--- config.mk ---
export PLATFORM = sky130hd
export DESIGN_NAME = ppu_mem_preloader_flat
export DESIGN_NICKNAME = d
export VERILOG_FILES = /design/src/rtl/ppu_mem_preloader_pkg.sv /design/src/rtl/ppu_mem_preloader_if.sv /design/src/rtl/ppu_mem_preloader.sv /design/src/flat_wrapper.sv
export SDC_FILE = /design/constraint.sdc
export NUM_CORES = 1
export LEC_CHECK = 0
export ABC_AREA = 1
export CAP_MARGIN = 20
export CORE_MARGIN = 8
export CORE_UTILIZATION = 35
export CTS_CLUSTER_SIZE = 24
export DETAILED_ROUTE_END_ITERATION = 8
export PLACE_DENSITY_LB_ADDON = 0.1
export SLEW_MARGIN = 5
export SYNTH_ARGS = -nofsm -noshare
export SYNTH_HDL_FRONTEND = slang
export SYNTH_SLANG_ARGS = --single-unit
--- constraint.sdc ---
create_clock -name clk -period 2.2 [get_ports clk]
set_input_delay 0.44 -clock clk [delete_from_list [all_inputs] [get_ports clk]]
set_output_delay 0.44 -clock clk [all_outputs]
set_load 0.005 [all_outputs]
--- src/rtl/ppu_mem_preloader_pkg.sv ---
// Shared preload listings for the PPU: VRAM and OAM (address, value) pairs,
// default pair counts, the sequencer state encoding and listing lookups.
package ppu_preload_pkg;

  localparam int VRAM_PAIRS_DEF = 53;
  localparam int OAM_PAIRS_DEF  = 32;

  typedef enum logic [2:0] {
    ST_IDLE  = 3'd0,
    ST_V_WR  = 3'd1,
    ST_V_RD  = 3'd2,
    ST_V_CMP = 3'd3,
    ST_O_WR  = 3'd4,
    ST_O_RD  = 3'd5,
    ST_O_CMP = 3'd6,
    ST_FIN   = 3'd7
  } preload_state_e;

  // Pair n is elements 2n (address) and 2n+1 (value); tail is zero padding.
  localparam int VRAM_LIST [128] = '{
    'h3F00, 'h0F, 'h3F01, 'h30, 'h3F02, 'h16, 'h3F03, 'h27,
    'h3F04, 'h0F, 'h3F05, 'h1A, 'h3F06, 'h2A, 'h3F07, 'h3A,
    'h3F08, 'h0F, 'h3F09, 'h11, 'h3F0A, 'h21, 'h3F0B, 'h31,
    'h3F0C, 'h0F, 'h3F0D, 'h14, 'h3F0E, 'h24, 'h3F0F, 'h34,
    'h3F10, 'h0F, 'h3F11, 'h16, 'h3F12, 'h27, 'h3F13, 'h38,
    'h3F14, 'h0F, 'h3F15, 'h0C, 'h3F16, 'h1C, 'h3F17, 'h2C,
    'h3F18, 'h0F, 'h3F19, 'h05, 'h3F1A, 'h15, 'h3F1B, 'h25,
    'h3F1C, 'h0F, 'h3F1D, 'h02, 'h3F1E, 'h12, 'h3F1F, 'h22,
    'h23C0, 'h0D, 'h23C1, 'h55, 'h23C2, 'hAA, 'h23C3, 'hFF,
    'h23C4, 'h00, 'h23C5, 'h11, 'h23C6, 'h22, 'h23C7, 'h33,
    'h23C8, 'h44, 'h23C9, 'h55, 'h23CA, 'h66, 'h23CB, 'h77,
    'h23CC, 'h88, 'h23CD, 'h99, 'h23CE, 'hAA, 'h23CF, 'hBB,
    'h2000, 'h80, 'h2001, 'h1E, 'h2400, 'h01, 'h2041, 'h41,
    'h6042, 'h142,
    0, 0, 0, 0, 0, 0, 0, 0, 0, 0, 0,
    0, 0, 0, 0, 0, 0, 0, 0, 0, 0, 0
  };

  localparam int OAM_LIST [64] = '{
    'h00, 'h20, 'h01, 'h01, 'h02, 'h00, 'h03, 'h10,
    'h04, 'h20, 'h05, 'h02, 'h06, 'h00, 'h07, 'h18,
    'h08, 'h28, 'h09, 'h03, 'h0A, 'h01, 'h0B, 'h10,
    'h0C, 'h28, 'h0D, 'h04, 'h0E, 'h01, 'h0F, 'h18,
    'h10, 'h30, 'h11, 'h05, 'h12, 'h02, 'h13, 'h20,
    'h14, 'h30, 'h15, 'h06, 'h16, 'h02, 'h17, 'h28,
    'h18, 'h38, 'h19, 'h07, 'h1A, 'h03, 'h1B, 'h30,
    'h1C, 'h38, 'h1D, 'h08, 'h1E, 'h43, 'h1F, 'h38
  };

  // Lookups return 0 past the end of a listing.
  function automatic logic [13:0] vram_entry_addr(input logic [6:0] n);
    logic [13:0] a;
    a = '0;
    if (n < 7'(VRAM_PAIRS_DEF)) a = 14'(VRAM_LIST[{n[5:0], 1'b0}]);
    return a;
  endfunction

  function automatic logic [7:0] vram_entry_data(input logic [6:0] n);
    logic [7:0] d;
    d = '0;
    if (n < 7'(VRAM_PAIRS_DEF)) d = 8'(VRAM_LIST[{n[5:0], 1'b1}]);
    return d;
  endfunction

  function automatic logic [7:0] oam_entry_addr(input logic [6:0] n);
    logic [7:0] a;
    a = '0;
    if (n < 7'(OAM_PAIRS_DEF)) a = 8'(OAM_LIST[{n[4:0], 1'b0}]);
    return a;
  endfunction

  function automatic logic [7:0] oam_entry_data(input logic [6:0] n);
    logic [7:0] d;
    d = '0;
    if (n < 7'(OAM_PAIRS_DEF)) d = 8'(OAM_LIST[{n[4:0], 1'b1}]);
    return d;
  endfunction

endpackage

--- src/rtl/ppu_mem_preloader_if.sv ---
// VRAM and OAM request/response port bundle between the preloader (master)
// and the memories (slave).
interface ppu_mem_preloader_if;
  logic [13:0] vram_addr;
  logic [7:0]  vram_wdata;
  logic        vram_we;
  logic        vram_re;
  logic        vram_ready;
  logic [7:0]  vram_rdata;
  logic [7:0]  oam_addr;
  logic [7:0]  oam_wdata;
  logic        oam_we;
  logic        oam_re;
  logic [7:0]  oam_rdata;

  modport master (
    output vram_addr, vram_wdata, vram_we, vram_re,
    output oam_addr, oam_wdata, oam_we, oam_re,
    input  vram_ready, vram_rdata, oam_rdata
  );

  modport slave (
    input  vram_addr, vram_wdata, vram_we, vram_re,
    input  oam_addr, oam_wdata, oam_we, oam_re,
    output vram_ready, vram_rdata, oam_rdata
  );
endinterface

--- src/rtl/ppu_mem_preloader.sv ---
// Walks the VRAM then OAM preload listings, writing each entry and optionally
// reading it back; holds the PPU renderer off while a load is running.
//
// state | meaning
// IDLE  | waiting for start
// V_WR  | VRAM write request, held until vram_ready
// V_RD  | VRAM readback request, held until vram_ready
// V_CMP | compare VRAM read data with listing value
// O_WR  | OAM write
// O_RD  | OAM readback
// O_CMP | compare OAM read data with listing value
// FIN   | raise done, return to IDLE
module ppu_mem_preloader
  import ppu_preload_pkg::*;
#(
  parameter int VRAM_PAIRS = VRAM_PAIRS_DEF,
  parameter int OAM_PAIRS  = OAM_PAIRS_DEF,
  parameter bit VERIFY     = 1'b1
) (
  input  logic                       clk,
  input  logic                       rst,
  input  logic                       start,
  ppu_mem_preloader_if.master        mem,
  output logic                       busy,
  output logic                       hold_ppu,
  output logic                       done,
  output logic                       error,
  output logic [6:0]                 err_index
);

  localparam logic [2:0] S_IDLE  = ST_IDLE;
  localparam logic [2:0] S_V_WR  = ST_V_WR;
  localparam logic [2:0] S_V_RD  = ST_V_RD;
  localparam logic [2:0] S_V_CMP = ST_V_CMP;
  localparam logic [2:0] S_O_WR  = ST_O_WR;
  localparam logic [2:0] S_O_RD  = ST_O_RD;
  localparam logic [2:0] S_O_CMP = ST_O_CMP;
  localparam logic [2:0] S_FIN   = ST_FIN;

  localparam logic [6:0] V_CNT = 7'(VRAM_PAIRS);
  localparam logic [6:0] O_CNT = 7'(OAM_PAIRS);

  logic [2:0]  state_q, state_d;
  logic [6:0]  idx_q, idx_d;
  logic        done_q, done_d;
  logic        error_q, error_d;
  logic [6:0]  err_index_q, err_index_d;

  logic [13:0] v_addr;
  logic [7:0]  v_data, o_addr, o_data;
  logic [6:0]  idx_inc;
  logic        v_adv, o_adv;

  assign v_addr  = vram_entry_addr(idx_q);
  assign v_data  = vram_entry_data(idx_q);
  assign o_addr  = oam_entry_addr(idx_q);
  assign o_data  = oam_entry_data(idx_q);
  assign idx_inc = idx_q + 7'd1;

  always_comb begin
    state_d     = state_q;
    idx_d       = idx_q;
    done_d      = done_q;
    error_d     = error_q;
    err_index_d = err_index_q;
    v_adv       = 1'b0;
    o_adv       = 1'b0;

    case (state_q)
      S_IDLE: begin
        if (start) begin
          done_d      = 1'b0;
          error_d     = 1'b0;
          err_index_d = '0;
          idx_d       = '0;
          if (VRAM_PAIRS > 0)     state_d = S_V_WR;
          else if (OAM_PAIRS > 0) state_d = S_O_WR;
          else                    state_d = S_FIN;
        end
      end
      S_V_WR: begin
        if (mem.vram_ready) begin
          if (VERIFY) state_d = S_V_RD;
          else        v_adv   = 1'b1;
        end
      end
      S_V_RD: begin
        if (mem.vram_ready) state_d = S_V_CMP;
      end
      S_V_CMP: begin
        if (mem.vram_rdata != v_data) begin
          error_d = 1'b1;
          if (!error_q) err_index_d = idx_q;
        end
        v_adv = 1'b1;
      end
      S_O_WR: begin
        if (VERIFY) state_d = S_O_RD;
        else        o_adv   = 1'b1;
      end
      S_O_RD: state_d = S_O_CMP;
      S_O_CMP: begin
        if (mem.oam_rdata != o_data) begin
          error_d = 1'b1;
          if (!error_q) err_index_d = V_CNT + idx_q;
        end
        o_adv = 1'b1;
      end
      S_FIN: begin
        done_d  = 1'b1;
        state_d = S_IDLE;
      end
      default: state_d = S_IDLE;
    endcase

    // Step to the next entry, or on to the next section when a listing ends.
    if (v_adv) begin
      if (idx_inc == V_CNT) begin
        idx_d   = '0;
        state_d = (OAM_PAIRS > 0) ? S_O_WR : S_FIN;
      end else begin
        idx_d   = idx_inc;
        state_d = S_V_WR;
      end
    end
    if (o_adv) begin
      if (idx_inc == O_CNT) begin
        idx_d   = '0;
        state_d = S_FIN;
      end else begin
        idx_d   = idx_inc;
        state_d = S_O_WR;
      end
    end
  end

  always_ff @(posedge clk) begin
    if (rst) begin
      state_q     <= S_IDLE;
      idx_q       <= '0;
      done_q      <= 1'b0;
      error_q     <= 1'b0;
      err_index_q <= '0;
    end else begin
      state_q     <= state_d;
      idx_q       <= idx_d;
      done_q      <= done_d;
      error_q     <= error_d;
      err_index_q <= err_index_d;
    end
  end

  always_comb begin
    mem.vram_addr  = '0;
    mem.vram_wdata = '0;
    mem.vram_we    = 1'b0;
    mem.vram_re    = 1'b0;
    mem.oam_addr   = '0;
    mem.oam_wdata  = '0;
    mem.oam_we     = 1'b0;
    mem.oam_re     = 1'b0;
    case (state_q)
      S_V_WR, S_V_RD: begin
        mem.vram_addr  = v_addr;
        mem.vram_wdata = v_data;
        mem.vram_we    = (state_q == S_V_WR);
        mem.vram_re    = (state_q == S_V_RD);
      end
      S_O_WR, S_O_RD: begin
        mem.oam_addr  = o_addr;
        mem.oam_wdata = o_data;
        mem.oam_we    = (state_q == S_O_WR);
        mem.oam_re    = (state_q == S_O_RD);
      end
      default: ;
    endcase
  end

  assign busy      = (state_q != S_IDLE) && (state_q != S_FIN);
  assign hold_ppu  = busy;
  assign done      = done_q;
  assign error     = error_q;
  assign err_index = err_index_q;

endmodule

--- src/flat_wrapper.sv ---
// flat-port wrapper written by rule: the top's interface ports become plain ports
module ppu_mem_preloader_flat import ppu_preload_pkg::*;
#(
  parameter int VRAM_PAIRS = VRAM_PAIRS_DEF,
  parameter int OAM_PAIRS  = OAM_PAIRS_DEF,
  parameter bit VERIFY     = 1'b1
)
  (clk, rst, start, busy, hold_ppu, done, error, err_index, mem_vram_addr, mem_vram_wdata, mem_vram_we, mem_vram_re, mem_oam_addr, mem_oam_wdata, mem_oam_we, mem_oam_re, mem_vram_ready, mem_vram_rdata, mem_oam_rdata);
  ppu_mem_preloader_if mem_i ();
  input  logic clk;
  input  logic rst;
  input  logic start;
  output logic busy;
  output logic hold_ppu;
  output logic done;
  output logic error;
  output logic [6:0] err_index;
  output wire logic [$bits(mem_i.vram_addr)-1:0] mem_vram_addr;
  output wire logic [$bits(mem_i.vram_wdata)-1:0] mem_vram_wdata;
  output wire logic [$bits(mem_i.vram_we)-1:0] mem_vram_we;
  output wire logic [$bits(mem_i.vram_re)-1:0] mem_vram_re;
  output wire logic [$bits(mem_i.oam_addr)-1:0] mem_oam_addr;
  output wire logic [$bits(mem_i.oam_wdata)-1:0] mem_oam_wdata;
  output wire logic [$bits(mem_i.oam_we)-1:0] mem_oam_we;
  output wire logic [$bits(mem_i.oam_re)-1:0] mem_oam_re;
  input wire logic [$bits(mem_i.vram_ready)-1:0] mem_vram_ready;
  input wire logic [$bits(mem_i.vram_rdata)-1:0] mem_vram_rdata;
  input wire logic [$bits(mem_i.oam_rdata)-1:0] mem_oam_rdata;
  assign mem_vram_addr = mem_i.vram_addr;
  assign mem_vram_wdata = mem_i.vram_wdata;
  assign mem_vram_we = mem_i.vram_we;
  assign mem_vram_re = mem_i.vram_re;
  assign mem_oam_addr = mem_i.oam_addr;
  assign mem_oam_wdata = mem_i.oam_wdata;
  assign mem_oam_we = mem_i.oam_we;
  assign mem_oam_re = mem_i.oam_re;
  assign mem_i.vram_ready = mem_vram_ready;
  assign mem_i.vram_rdata = mem_vram_rdata;
  assign mem_i.oam_rdata = mem_oam_rdata;
  ppu_mem_preloader #(.VRAM_PAIRS(VRAM_PAIRS), .OAM_PAIRS(OAM_PAIRS), .VERIFY(VERIFY)) u_core (.clk(clk), .rst(rst), .start(start), .mem(mem_i), .busy(busy), .hold_ppu(hold_ppu), .done(done), .error(error), .err_index(err_index));
endmodule
==> flow_summary.json, run 1 <==
{
  "status": "finished with violations",
  "violations": "setup timing",
  "synth.largest_area_cell": "nand2_1",
  "diodes": 0,
  "post_drt_wl_per_cell_um": 14.6,
  "antenna_found_initial": 0,
  "syn_inst": 472,
  "place_inst": 693,
  "synth_area_per_cell_sq_um": 5.50,
  "place_congestion": 0.912,
  "synth_area_leaders": "nand2_1, dfxtp_1, nor2_1",
  "tightest_slew_ps": 507,
  "drt-total-wl_um": 10500,
  "critical_path_buf_inv_count": 3,
  "vias_per_cell": 4.80,
  "fin_crit_ps": 2220,
  "setup-tns-final_ps": -24.3,
  "vias": 3443,
  "netlist_area_sq_mm": 0.00260,
  "hold_class": "register to register",
  "drv_slew": 0,
  "pwr-share-seq_pct": 21.0,
  "crit_start": "u_core.idx_q[2]",
  "finalSetupViolCount": 2,
  "worst_setup_path_end_kind": "register",
  "drt.antenna.violating_nets": 0,
  "pwr-share-comb_pct": 67.7,
  "firstDrtPassIters": 6,
  "synth.distinct_cells": 36,
  "reg2reg_from": "u_core.idx_q[2]",
  "num_io_pins": 73,
  "die_y_um": 102,
  "rsz0062_at_grt": "true",
  "slew_headroom_pct": 66.2,
  "cp.required_ps": 2360,
  "fin_skew_ps": 7.70,
  "crit_fanout": 7,
  "switchingPower_w": 0.000981,
  "cts_buffers": 3,
  "io_buffers": 67,
  "crit_chain": "buf_12 > buf_4 > nand2_2 > nand2_2 > o211ai_2 > nand2_1 > buf_4 > nand2_1 > nand2_2 > nand3_4 > nand2_4 > nor2_4 > nand2_4 > nor2_1 > nor2_2",
  "num_rows": 31,
  "coreArea_sq_mm": 0.00721,
  "cellPowerDensity_mw_per_mm2": 511,
  "synth-async-reset-ratio_pct": 0,
  "switching_share_pct": 43.8,
  "drive_gt1_share_pct": 38.1,
  "critPathMaxStageDelay_ps": 350,
  "worstSetupPathType": "register to register",
  "grt.total_usage_pct": 19.8,
  "dp_hpwl_um": 8080,
  "h-tree-depth": 1,
  "finalCritPeriodShare_pct": 101,
  "yosys_warnings": 0,
  "ys_ff_latch": 19,
  "drv_cap": 0,
  "setup_slack_ps": -19.7,
  "cts_sinks": 19,
  "syn_to_final_growth_pct": 68.7,
  "ctsLongestPathBuffers": 2,
  "p_int_w": 0.00126,
  "netlist.area_leader.share_pct": 20.1,
  "grt_max_degree": 16,
  "slowest_stage": "dfxtp_4",
  "place_ws_ps": -253,
  "remaining_drc_errors": 0,
  "utilization_pct": 60.8,
  "leakagePower_nw": 2.30,
  "cts_tree": "yes",
  "clk_latency_ps": 270,
  "grt-ovfl-total": 0,
  "die_w_um": 102,
  "grt_pass1_wl_um": 16500,
  "clk_pin_slew_ps": 80,
  "final_cells": 718,
  "cpLargestDelayFamily": "simple AND/OR/NAND/NOR gates",
  "fmaxAchievable_mhz": 451,
  "drt-initial-drc-count": 179,
  "die-area_sq_mm": 0.0104,
  "fin_area_sq_mm": 0.00438,
  "critPathMostFrequentCell": "nand2_2",
  "final_hold_viol_count": 0,
  "synthFlopType": "dfxtp_1",
  "arrival_ps": 2380,
  "synth_edf_count": 0,
  "grt_pass1_vias": 3412,
  "dpl_cell_area_sq_mm": 0.00379,
  "ir_worst_vdd_mv": 0.537,
  "start_kind": "register",
  "start_util_pct": 36.0,
  "num-fill-cells": 723,
  "num-nets-final": 650,
  "clkPwrFrac_pct": 11.3,
  "min_from": "u_core.error",
  "ys_seq_area_share_pct": 14.6,
  "root_buffer": "clkbuf_8"
}
## registers in the layout (all words and copies together) (netlist names)
signal,flops
u_core.state_q,3
u_core.idx_q,7
u_core.error,1
u_core.err_index,7
u_core.done,1
## logic make-up after synthesis
group,after synthesis,synth area share (%)
simple gates,296,50.0
fa+ha+maj,10,4.82
other cells,1,0.144
buf+inv,92,17.7
xor+xnor,7,2.36
compound gates,47,10.3
flops,19,14.6
## power by group through the flow
stage | clock network [W] | logic [W] | registers, W
5_1_grt | 0.000266 | 0.00168 | 0.000480
6_report | 0.000253 | 0.00152 | 0.000471
3_3_place_gp | 0 | 0.00143 | 0.000466
3_5_place_dp | 0 | 0.00145 | 0.000467
2_1_floorplan | 0 | 0.000680 | 0.000479
4_1_cts | 0.000255 | 0.00139 | 0.000472
## worst reg2reg max path: stages, from the launching register on
cell      delay (ps)
dfxtp_4          350
buf_12           140
buf_4            160
nand2_2           90
nand2_2           80
o211ai_2         200
nand2_1          110
buf_4            140
nand2_1           60
nand2_2           90
nand3_4          120
nand2_4           60
nor2_4           220
nand2_4          110
nor2_1           150
nor2_2            50
## per-layer routing
layer  GRT usage [%]  share of wire, %  up-vias
met3            1.50               4.4       21
li1                -                 -     1762
met5               0                 0        -
met2            35.0                49       99
met1            24.3                44     1561
met4            7.11               2.6        0
## path summary, 6_finish.rpt
check                           slack (ps)                  end  cells after the start
worst max-delay path                   -20  u_core.err_index[2]                     15
worst min-delay path                   480         u_core.error                      2
worst max register to register         -20  u_core.err_index[2]                     15
worst min register to register         480         u_core.error                      2
## synth_stat cells, types with 4 or more instances
cell,number
ha_1,10
nand3_1,33
dfxtp_1,19
o21ai_0,18
buf_6,9
o22ai_1,11
buf_4,11
xor2_1,5
inv_1,55
nand2_1,139
nor2_1,84
a21oi_1,10
nor3_1,10
nor2_2,5
nand2_2,4
nand4_1,6
inv_2,10
## area by class of cell
cell class	instances	area [sq um]	share of cell area, %
Clock buffer	4	45.0	1.03
Timing Repair Buffer	161	1400	31.8
Multi-Input combinational cell	367	2140	48.7
Inverter	68	278	6.34
Tap cell	99	124	2.83
Sequential cell	19	405	9.25
## layout by cell type (no fill, tap or decap), types with 4 or more instances in the layout
cell type and instances:
a21oi_1 9, buf_2 5, buf_4 79, buf_6 11, clkbuf_2 10, clkdlybuf4s50_1 34, conb_1 5, dfxtp_1 11
dfxtp_4 6, dlygate4sd2_1 8, dlymetal6s2s_1 7, ha_4 5, inv_1 48, inv_2 12, inv_4 5, nand2_1 108
nand2_2 29, nand2_4 9, nand3_1 26, nand3_2 9, nand4_1 6, nor2_1 65, nor2_2 19, nor2_4 8
nor3_1 8, o21ai_0 13, o21ai_2 4, o22ai_1 11, xor2_1 5
## repair_timing
action                                 4_1_cts  5_1_grt
endpoints found under the hold margin        0        0
setup endpoints to repair                   47       39
resized for setup                           95      118
hold buffers                                 0        0
buffers inserted                             9       11
gates cloned                                 2        0
pin swaps                                   17       35
## metrics by stage
| step | hold WS, ps | total power (W) |
|---|---|---|
| 2_1_floorplan | 462 | 0.00116 |
| 3_3_place_gp | 458 | 0.00190 |
| 3_5_place_dp | 477 | 0.00191 |
| 4_1_cts | 487 | 0.00212 |
| 5_1_grt | 525 | 0.00243 |
| 6_report | 484 | 0.00224 |
Note: power is estimated with default switching activity, not from simulation.
==> run 2: changes to the inputs <==
--- a/config.mk
+++ b/config.mk
@@ -12,7 +12,7 @@
 export CTS_CLUSTER_SIZE = 24
 export DETAILED_ROUTE_END_ITERATION = 8
 export PLACE_DENSITY_LB_ADDON = 0.1
-export SLEW_MARGIN = 5
+export SLEW_MARGIN = 25
 export SYNTH_ARGS = -nofsm -noshare
 export SYNTH_HDL_FRONTEND = slang
 export SYNTH_SLANG_ARGS = --single-unit
==> results of run 2 <==
Final layout, timing and power as in run 1 (identical DEF).
==> edit, RTL diff (flow settings as in run 1) <==
Put one more register stage on the output `err_index`, without a reset. The value now appears one clock later. The other outputs are not delayed to match.
--- a/src/rtl/ppu_mem_preloader.sv
+++ b/src/rtl/ppu_mem_preloader.sv
@@ -182,3 +182,5 @@
   assign error     = error_q;
-  assign err_index = err_index_q;
+  always_ff @(posedge clk) begin
+    err_index <= err_index_q;
+  end
 
Formal check against the unedited RTL: same outputs for any inputs over 4 cycles, from zero or initial values and one cycle with rst high; that may be too few to reach the edited logic, so the function may still have changed.
==> edit against run 1 <==
The flow still finishes with violations (negative setup slack). Setup slack lost 0.063 ns. Critical path depth shrank 3. Routed wire length grew 11%. Combinational power grew 30%. Critical path type is now reg2out. Cell area grew 9.7%. Final cell count grew 5.2%. Sequential cell count grew 7. Area after synthesis grew 2.1%. Largest power group unchanged. Clock power grew 63%. Total power grew 35%.
==> edit: results (changes against run 1) <==
[status]
status = finished with violations  ; unchanged
violations = negative setup slack  ; unchanged

[drt]
wl_per_cell_um = 15.3  ; was 14.6 µm
avgViaCountPerCell = 4.94  ; was 4.80
wl_met2_mm = 5.47  ; was 5.10 mm
drt_iter0_drc = 246  ; was 179

[global_route]
grt_pass1_wl_mm = 17.5  ; was 16.5 mm
met2_usage_pct = 34.4  ; was 35.0%
grtUsageMet1_pct = 28.0  ; was 24.3%
grt_max_degree = 18  ; was 16
grt_pass1_vias = 3561  ; was 3412

[place]
gp_congestion = 0.896  ; was 0.912

[pwr]
intPower_uw = 1780  ; was 1260 µW
pwr-share-clk_pct = 13.6  ; was 11.3%
power.leakage_uw = 0.00248  ; was 0.00230 µW
clock_power_uw = 413  ; was 253 µW
ir_drop_uv = 647  ; was 537 µV

[cells_and_area]
nNetsFinal = 687  ; was 650
nFillCells = 721  ; was 723
nMultiInputCombCells = 362  ; was 367
multi_input_area_share_pct = 44.7  ; was 48.7%
signal_buffers = 197  ; was 161
clk_share_pct = 1.48  ; was 1.03%
finalNonFillerCells = 755  ; was 718
fin_util_pct = 65.9  ; was 60.8%

[clock_network]
clk_pin_slew_ns = 0.10  ; was 0.08 ns
post_cts_buffers = 26  ; was 9
cts-resized-gates = 135  ; was 95

[synth]
synth_commonest_cells = nand2_1 (151), nor2_1 (70), inv_1 (53), nand3_1 (33), dfxtp_1 (26)  ; was nand2_1 (139), nor2_1 (84), inv_1 (55), nand3_1 (33), dfxtp_1 (19)

[sta]
fin_ws_ns = -0.0825  ; was -0.0197 ns
finalSetupViolations = 17  ; was 2

[worst_setup_path]
slowest_stage = dfxtp_2  ; was dfxtp_4

==> edit: cells by family (layout without fill, tap and decap cells) <==
kind of cell / Yosys count / in the layout / share of synthesized area [%]
other: 1 / 5 / 0.141
adders and majority gates: 10 / 10 / 4.72
DFF: 26 / 26 / 19.6
AOI/OAI and AO/OA: 51 / 51 / 11.1
xor gates and xnor gates: 3 / 3 / 0.991
buffers and inverters: 91 / 268 / 16.5
and+or+nand+nor: 291 / 293 / 46.9
==> edit: path summary, 6_finish.rpt <==
check | start | endpoint | slack (ns) | cells past startpoint
worst max-delay path | u_core.idx_q[0]$_SDFFE_PP0P_ | mem_vram_wdata[1] | -0.08 | 12
worst min-delay path | u_core.err_index_q[6]$_SDFFE_PP0P_ | u_core.err_index[6]$_DFF_P_ | 0.36 | 0
worst max register to register | u_core.idx_q[0]$_SDFFE_PP0P_ | u_core.err_index_q[2]$_SDFFE_PP0P_ | -0.07 | 17
worst min register to register | u_core.err_index_q[6]$_SDFFE_PP0P_ | u_core.err_index[6]$_DFF_P_ | 0.36 | 0
